[src/rtl/systolic_skew_feeder.sv]
// Purpose: drains N row FIFOs into the west edge of a systolic array, with row i starting i steps after row 0.
// Latency: first read enable 1 cycle after start is accepted; each datum reaches the array 1 cycle after its read.
// Backpressure: if any scheduled row's FIFO is empty, no row reads that cycle, so the diagonal skew is kept.
module systolic_skew_feeder #(
    parameter int N      = 4,
    parameter int nbits  = 16,
    parameter int MAXLEN = 16
) (
    input  logic                           clk,
    input  logic                           rst,
    input  logic                           start_i,
    input  logic [$clog2(MAXLEN+1)-1:0]    len_i,
    output logic                           busy_o,
    output logic                           done_o,
    input  logic [N-1:0]                   fifo_empty_i,
    output logic [N-1:0]                   fifo_ren_o,
    input  logic [N*nbits-1:0]             fifo_q_i,
    output logic [N-1:0]                   out_val_o,
    output logic [N*nbits-1:0]             out_data_o
);

    localparam int LW   = $clog2(MAXLEN+1);
    localparam int TMAX = MAXLEN + N - 2;
    localparam int TW   = (TMAX < 1) ? 1 : $clog2(TMAX+1);

    typedef enum logic [1:0] {
        S_IDLE  = 2'd0,
        S_RUN   = 2'd1,
        S_FLUSH = 2'd2
    } state_t;

    state_t          state_q, state_d;
    logic [TW-1:0]   t_q, t_d;
    logic [LW-1:0]   len_q, len_d;
    logic [N-1:0]    out_val_q;
    logic [N-1:0]    sched;
    logic            stall;
    logic            last_step;
    logic [N-1:0]    ren;

    // Diagonal schedule: row i is active for L consecutive steps starting at step i.
    always_comb begin
        sched = '0;
        for (int i = 0; i < N; i++) begin
            sched[i] = (int'(t_q) >= i) && (int'(t_q) < i + int'(len_q));
        end
    end

    // Stall whenever a row that should read this step has nothing to give; reads are
    // suppressed in the reset cycle so no FIFO entry is consumed and then thrown away.
    always_comb begin
        stall     = (state_q == S_RUN) && |(sched & fifo_empty_i);
        last_step = (int'(t_q) == int'(len_q) + N - 2);
        ren       = '0;
        if (state_q == S_RUN && !stall && !rst) begin
            ren = sched;
        end
    end

    // Next-state logic: step counter advances only on unstalled RUN cycles.
    always_comb begin
        state_d = state_q;
        t_d     = t_q;
        len_d   = len_q;
        case (state_q)
            S_IDLE: begin
                if (start_i) begin
                    t_d   = '0;
                    len_d = (len_i > LW'(MAXLEN)) ? LW'(MAXLEN) : len_i;
                    state_d = (len_i == '0) ? S_FLUSH : S_RUN;
                end
            end
            S_RUN: begin
                if (!stall) begin
                    if (last_step) begin
                        state_d = S_FLUSH;
                    end else begin
                        t_d = t_q + TW'(1);
                    end
                end
            end
            S_FLUSH: begin
                state_d = S_IDLE;
                t_d     = '0;
            end
            default: begin
                state_d = S_IDLE;
                t_d     = '0;
            end
        endcase
    end

    // State, counter and latched length registers.
    always_ff @(posedge clk) begin
        if (rst) begin
            state_q <= S_IDLE;
            t_q     <= '0;
            len_q   <= '0;
        end else begin
            state_q <= state_d;
            t_q     <= t_d;
            len_q   <= len_d;
        end
    end

    // Read data arrives one cycle after its enable, so valid is the enable delayed by one.
    always_ff @(posedge clk) begin
        if (rst) begin
            out_val_q <= '0;
        end else begin
            out_val_q <= ren;
        end
    end

    // Forward FIFO data only on rows that actually read last cycle; other rows are zeroed.
    always_comb begin
        out_data_o = '0;
        for (int i = 0; i < N; i++) begin
            out_data_o[i*nbits +: nbits] = out_val_q[i] ? fifo_q_i[i*nbits +: nbits] : '0;
        end
    end

    assign fifo_ren_o = ren;
    assign out_val_o  = out_val_q;
    assign busy_o     = (state_q != S_IDLE);
    assign done_o     = (state_q == S_FLUSH);

endmodule

[config.mk]
export PLATFORM = sky130hd
export DESIGN_NAME = systolic_skew_feeder
export DESIGN_NICKNAME = d
export VERILOG_FILES = /design/src/rtl/systolic_skew_feeder.sv
export SDC_FILE = /design/constraint.sdc
export NUM_CORES = 1
export LEC_CHECK = 0
export ABC_AREA = 1
export CAP_MARGIN = 5
export CELL_PAD_IN_SITES_DETAIL_PLACEMENT = 1
export CELL_PAD_IN_SITES_GLOBAL_PLACEMENT = 1
export CORE_AREA = 2 2 82 116
export CTS_CLUSTER_SIZE = 40
export DETAILED_ROUTE_END_ITERATION = 10
export DIE_AREA = 0 0 84 118
export PLACE_DENSITY_LB_ADDON = 0.3
export SLEW_MARGIN = 20
export SYNTH_ARGS = -nofsm -noshare
export SYNTH_HDL_FRONTEND = slang
export SYNTH_SLANG_ARGS = --single-unit
export TNS_END_PERCENT = 100
[constraint.sdc]
create_clock -name clk -period 4.6 [get_ports clk]
set_input_delay 0.92 -clock clk [delete_from_list [all_inputs] [get_ports clk]]
set_output_delay 0.92 -clock clk [all_outputs]
set_load 0.005 [all_outputs]
==> results of run 1 <==
## per-layer routing
layer	GRT usage	wire length, µm	vias to the layer above
met5	0	0	-
met2	0.305	4140	110
li1	-	-	1325
met1	0.202	3610	1184
met3	0.0323	506	11
met4	0.0544	174	0
## per-stage QoR
stage          instances  instance area [µm²]
6_report             603                 3640
5_1_grt              603                 3640
4_1_cts              603                 3640
3_5_place_dp         599                 3550
3_3_place_gp         599                 3550
2_1_floorplan        355                 1990
## registers in the layout, indices dropped and copies added, names as in the netlist
register / flops
out_val_o: 4
state_q: 2
t_q: 5
len_q: 5
## how the worst min path moves through the flow
stage and to:
3_5_place_dp state_q[1], 2_1_floorplan len_q[1], 4_1_cts state_q[1], 3_3_place_gp state_q[1], 6_report state_q[1], 5_1_grt len_q[1]
## cell families after synthesis
logic type,Yosys count,synth area share
fa+ha+maj,25,0.157
flops,16,0.161
simple gates,180,0.380
xor+xnor,8,0.0352
buf+inv,106,0.209
compound gates,20,0.0578
## worst register-to-register path, cell delays in order, from the launching register on
cell and delay, ps:
dfxtp_1 510, ha_1 310, xnor2_1 110, ha_1 310, nand2_1 50, nand3b_2 200, nor2_1 120, nor2_2 70
nand3_2 60, nand2_2 70, o21bai_2 440, nand3_1 150, nand2_1 90, nor2_1 40
## cell usage in the layout (no fill, tap or decap)
| cell | instances |
|---|---|
| nand3b_2 | 1 |
| xor2_1 | 6 |
| nand3_1 | 16 |
| nor3_1 | 4 |
| inv_2 | 3 |
| o21ai_0 | 3 |
| clkdlybuf4s50_1 | 149 |
| nand2_1 | 112 |
| clkbuf_8 | 1 |
| nand4_1 | 7 |
| and3_1 | 1 |
| a21oi_1 | 12 |
| or2_0 | 1 |
| inv_1 | 91 |
| clkbuf_16 | 3 |
| o21ai_1 | 1 |
| o21bai_2 | 1 |
| nand3_2 | 2 |
| or2_2 | 1 |
| nor2_1 | 31 |
| a21oi_2 | 1 |
| nand2_2 | 3 |
| nor2_2 | 1 |
| ha_1 | 25 |
| a211oi_1 | 1 |
| o211ai_1 | 1 |
| dfxtp_1 | 16 |
| xnor2_1 | 2 |
## layout make-up
class / count / area, µm²
Fill cell: 1169 / 5230
Tap cell: 107 / 134
Timing Repair Buffer: 149 / 1490
Clock buffer: 4 / 88.8
Sequential cell: 16 / 320
Inverter: 94 / 353
Multi-Input combinational cell: 233 / 1250
## power breakdown
| group | switching, W | internal [W] | total [W] |
|---|---|---|---|
| sequential | 0.0000666 | 0.000162 | 0.000229 |
| combinational | 0.000298 | 0.000283 | 0.000581 |
| clock | 0.0000638 | 0.000133 | 0.000196 |
| total | 0.000428 | 0.000578 | 0.00101 |
==> summary.txt, run 1 <==
Run status
  – Outcome: completed

Synth
  – Top_reg_cell synth: dfxtp_1
  – Top cells by area, synth: nand2_1, inv_1, dfxtp_1
  – Mapped Cells: about 360
  – Top cell type's share of synthesized area: 0.211
  – Synthesized Nets: roughly 460
  – #FFs+latches synth: 16
  – Seq/Total Area, Yosys: 0.161
  – Synth Cell Area: 1990 µm²
  – Most common library cells after synthesis: nand2_1, inv_1, nor2_1
  – Synth area leader: nand2_1
  – Synth Area per Inst: around 5.6 µm²
  – Post-synth EDFFs: 0
  – Most frequent cell after synthesis: nand2_1
  – Ys async rst share: 0
  – Netlist cell types: 28
  – Syn. warnings: 0

STA
  – Tmin final: between 4000 and 5000 ps
  – Total negative slack: 0 ps
  – Setup ws final: 448 ps
  – Hold Fails Final Rpt: 0
  – Worst-margin pin slew: 648 ps
  – RSZ-0062 raised after global routing: false
  – Fmax: 0.241 GHz
  – Layout Skew: 2.21 ps
  – Max Transition Viols Final: 0
  – Final Hold Slack: 581 ps
  – Final setup violation count: 0
  – Slew headroom: 0.568
  – Tcrit/Tclk final: 0.903

Power
  – Power per cell area: roughly 280 nW/µm²
  – Maximum vdd drop: between 100 and 150 µV
  – Total power draw: 0.00101 W
  – Lkg Pwr: 1.99 nW

Floorplanning
  – Die Ht: 118 µm
  – Chip Width: 84 µm
  – Area of the core: about 9000 µm²
  – Initial Utilization: 0.224
  – Row Count: 41
  – Die area: 9910 µm²
  – Ports: 150

Setup path
  – CP arrival: 3230 ps
  – Max incr delay on CP: approximately 530 ps
  – CP bufs+invs: 2
  – Top Family by Delay on Critical Path: simple AND/OR/NAND/NOR gates
  – Critical path capture point type: output pin
  – Critical path launch point: len_q[2]
  – RR Endpoint: t_q[4]
  – Crit start category: flop
  – WS Path Type: flop to output pin
  – CP Max Fanout: 8
  – Worst path cell trace: ha_1 > xnor2_1 > nand2_1 > o21ai_0 > ha_1 > nand2_1 > nand2_1 > nand3_1 > nand2_1 > inv_2 > nand4_1 > nand2_1 > nor2_1 > nand3_1 > nor2_1 > clkdlybuf4s50_1
  – Required time of the worst setup path: 3680 ps
  – Most common cell on crit path: nand2_1
  – Reg2reg setup slack: slightly below 2000 ps
  – CP max stage cell: clkdlybuf4s50_1
  – Reg2reg start: len_q[2]
  – Reg2reg path depth: 13
  – Crit path capture: fifo_ren_o[2]
  – WP depth: 16

Placement
  – PortBufs: 149
  – Routability Congestion: 0.812
  – Pre-CTS WS: 703 ps
  – Hpwl dp: roughly 7300 µm

Detailed routing
  – Number of DRC markers in iteration 0: 41
  – Post-route DRC violation count: 0
  – DR vias/cell: 4.36
  – DR vias: 2,630
  – First-pass DRT Iterations: 4
  – Routed WL: 8440 µm
  – Antenna-violating nets left: 0
  – Routed wire per std cell: 14.0 µm

GRT
  – Largest net degree at the start of global routing: 18
  – First-pass GRT wire length: ~13,000 µm
  – Initial antenna violation count: 0
  – GRT Total Usage: 0.170
  – Number of global-route vias before repair: 2,637
  – Total congestion overflow: 0

CTS
  – H-tree depth: 1
  – Clk_lat worst skew: 250 ps
  – Num Clock Sinks: 16
  – CTS tree: yes
  – Setup Buffers After CTS: 0
  – Post-CTS Resized: 0
  – CTS Buf Count: 3
  – CTS Hold Bufs: 0
  – Worst-path clk slew: 50 ps
  – Worst-case clock buffer depth: 2
  – CTS root buf: clkbuf_16

Layout
  – Diodes inserted: 0
  – Area grow syn2layout: 82.9%
  – Nets@finish: 598
  – Final Core Density: 0.410
  – Share of layout cells above drive strength 1: 0.0343

Hold path
  – Worst Hold Class: flop to flop
  – Worst hold start: state_q[0]
  – Hold path depth: 4

Flow run
  – MaxCap Viol Count: 0
Power figures use the tool's default switching activity.
==> run 2, diff against run 1 <==
PLACE_DENSITY = 0.95   (was default)
PLACE_DENSITY_LB_ADDON = default   (was 0.3)
==> run 2 against run 1 <==
Effect of this change: sequential share of layout area about the same; clock skew up 1.5 ps; critical path depth unchanged; critical path type unchanged; critical endpoint is now fifo_ren_o[0].
==> summary.txt, run 2 (synthesis gave the netlist of run 1 again) <==
Power
  – Power per cell area: approximately 270 nW/µm²
  – Total power draw: 0.000988 W
  – Lkg Pwr: 1.99 nW
  – Maximum vdd drop: between 100 and 150 µV

Layout
  – Share of layout cells above drive strength 1: 0.0323
  – Nets@finish: 598
  – Diodes inserted: 0
  – Most common cell after layout, fill and taps aside: clkdlybuf4s50_1
  – Area grow syn2layout: 82.2%
  – Commonest cells after routing, fill and taps aside: clkdlybuf4s50_1, nand2_1, inv_1, nor2_1, ha_1

STA
  – Slew headroom: 0.630
  – Max Transition Viols Final: 0
  – Tmin final: between 4000 and 5000 ps
  – Layout Skew: between 3 and 4 ps
  – Fmax: 0.232 GHz
  – RSZ-0062 raised after global routing: false
  – Hold Fails Final Rpt: 0
  – Setup ws final: 282 ps
  – Total negative slack: 0 ps
  – Worst-margin pin slew: roughly 550 ps
  – Final setup violation count: 0
  – Tcrit/Tclk final: 0.939

Setup path
  – WS Path Type: flop to output pin
  – CP Max Fanout: 8
  – CP bufs+invs: 2
  – CP arrival: between 3000 and 4000 ps
  – CP max stage cell: clkdlybuf4s50_1
  – Required time of the worst setup path: 3680 ps
  – Critical path capture point type: output pin
  – Max incr delay on CP: about 550 ps
  – Most common cell on crit path: nand2_1
  – Top Family by Delay on Critical Path: simple AND/OR/NAND/NOR gates
  – Crit start category: flop
  – Worst path cell trace: ha_1 > xnor2_1 > nand2_1 > o21ai_0 > ha_1 > nand2_1 > nand2_1 > nand3_1 > nand2_1 > inv_2 > nand4_1 > nand2_1 > nor2_1 > nand3_1 > nor2_1 > clkdlybuf4s50_1

CTS
  – Clk_lat worst skew: around 250 ps
  – CTS Buf Count: 3
  – Post-CTS Resized: 0
  – CTS tree: yes
  – Num Clock Sinks: 16
  – CTS root buf: clkbuf_16
  – Setup Buffers After CTS: 0
  – Worst-path clk slew: around 50 ps
  – H-tree depth: 1
  – Worst-case clock buffer depth: 2
  – CTS Hold Bufs: 0

Detailed routing
  – Number of DRC markers in iteration 0: 47
  – Antenna-violating nets left: 0
  – DR vias: 2,694
  – DR vias/cell: 4.48
  – Post-route DRC violation count: 0
  – Routed WL: 8250 µm
  – First-pass DRT Iterations: 5
  – Routed wire per std cell: 13.7 µm

Floorplanning
  – Chip Width: 84 µm
  – Ports: 150
  – Die area: ~9900 µm²
  – Row Count: 41
  – Initial Utilization: 0.224
  – Area of the core: 8870 µm²
  – Die Ht: 118 µm

Run status
  – Outcome: completed

Flow run
  – MaxCap Viol Count: 0

GRT
  – Total congestion overflow: 0
  – First-pass GRT wire length: roughly 13,000 µm
  – Initial antenna violation count: 0
  – GRT Total Usage: 0.162
  – Number of global-route vias before repair: 2,886
  – Largest net degree at the start of global routing: 18

Placement
  – Pre-CTS WS: between 600 and 700 ps
  – Hpwl dp: a little over 7000 µm
  – Routability Congestion: 0.880
  – PortBufs: approximately 150

Hold path
  – Worst Hold Class: flop to flop
[run 2: cell types whose count changed in the layout (fill, tap and decap cells not counted), sizes merged]
cell / change
clkbuf: -1
[run 2: layer usage]
| metal | GRT usage | wire length (µm) |
|---|---|---|
| met1 | 0.164 | 3140 |
| met2 | 0.321 | 4410 |
| met3 | 0.0295 | 489 |
| met4 | 0.0585 | 216 |
| met5 | 0 | 0 |
[run 2: cell type report]
class | instances | area, µm²
repair buffers | 149 | 1490
clock buffers | 3 | 75.1
multi-input cells | 233 | 1250
well taps | 107 | 134
flip-flops and latches | 16 | 320
inverters | 94 | 353
fillers | 1136 | 5250
[run 2: power breakdown]
part           switching (W)  leakage (nW)  total, W  internal [W]
registers          0.0000635         0.131  0.000226      0.000162
clock network      0.0000598        0.0370  0.000174      0.000115
logic               0.000303          1.82  0.000588      0.000284
[run 2: tightest hold or removal path: cells and delay by family (launching register included)]
family	cells	cell delay, ps
AOI/OAI and AO/OA	1	60
and+or+nand+nor	1	90
DFF	1	350
[run 2: stage by stage]
| step | utilization | instances | instance area, µm² | hold slack (ps) |
|---|---|---|---|---|
| 6_report | 0.409 | 602 | 3630 | 549 |
| 5_1_grt | 0.409 | 602 | 3630 | 590 |
| 4_1_cts | 0.409 | 602 | 3630 | 558 |
| 3_5_place_dp | 0.400 | 599 | 3550 | 550 |
| 3_3_place_gp | 0.400 | 599 | 3550 | 543 |
| 2_1_floorplan | - | 355 | 1990 | 501 |
[run 2: path summary, 6_finish.rpt]
path | from | endpoint | slack [ps] | cells after the start
hold reg to reg | len_q[1] | len_q[1] | 550 | 2
setup reg to reg | len_q[2] | t_q[0] | 1770 | 16
hold / removal | len_q[1] | len_q[1] | 550 | 2
setup / recovery | len_q[2] | fifo_ren_o[0] | 280 | 16
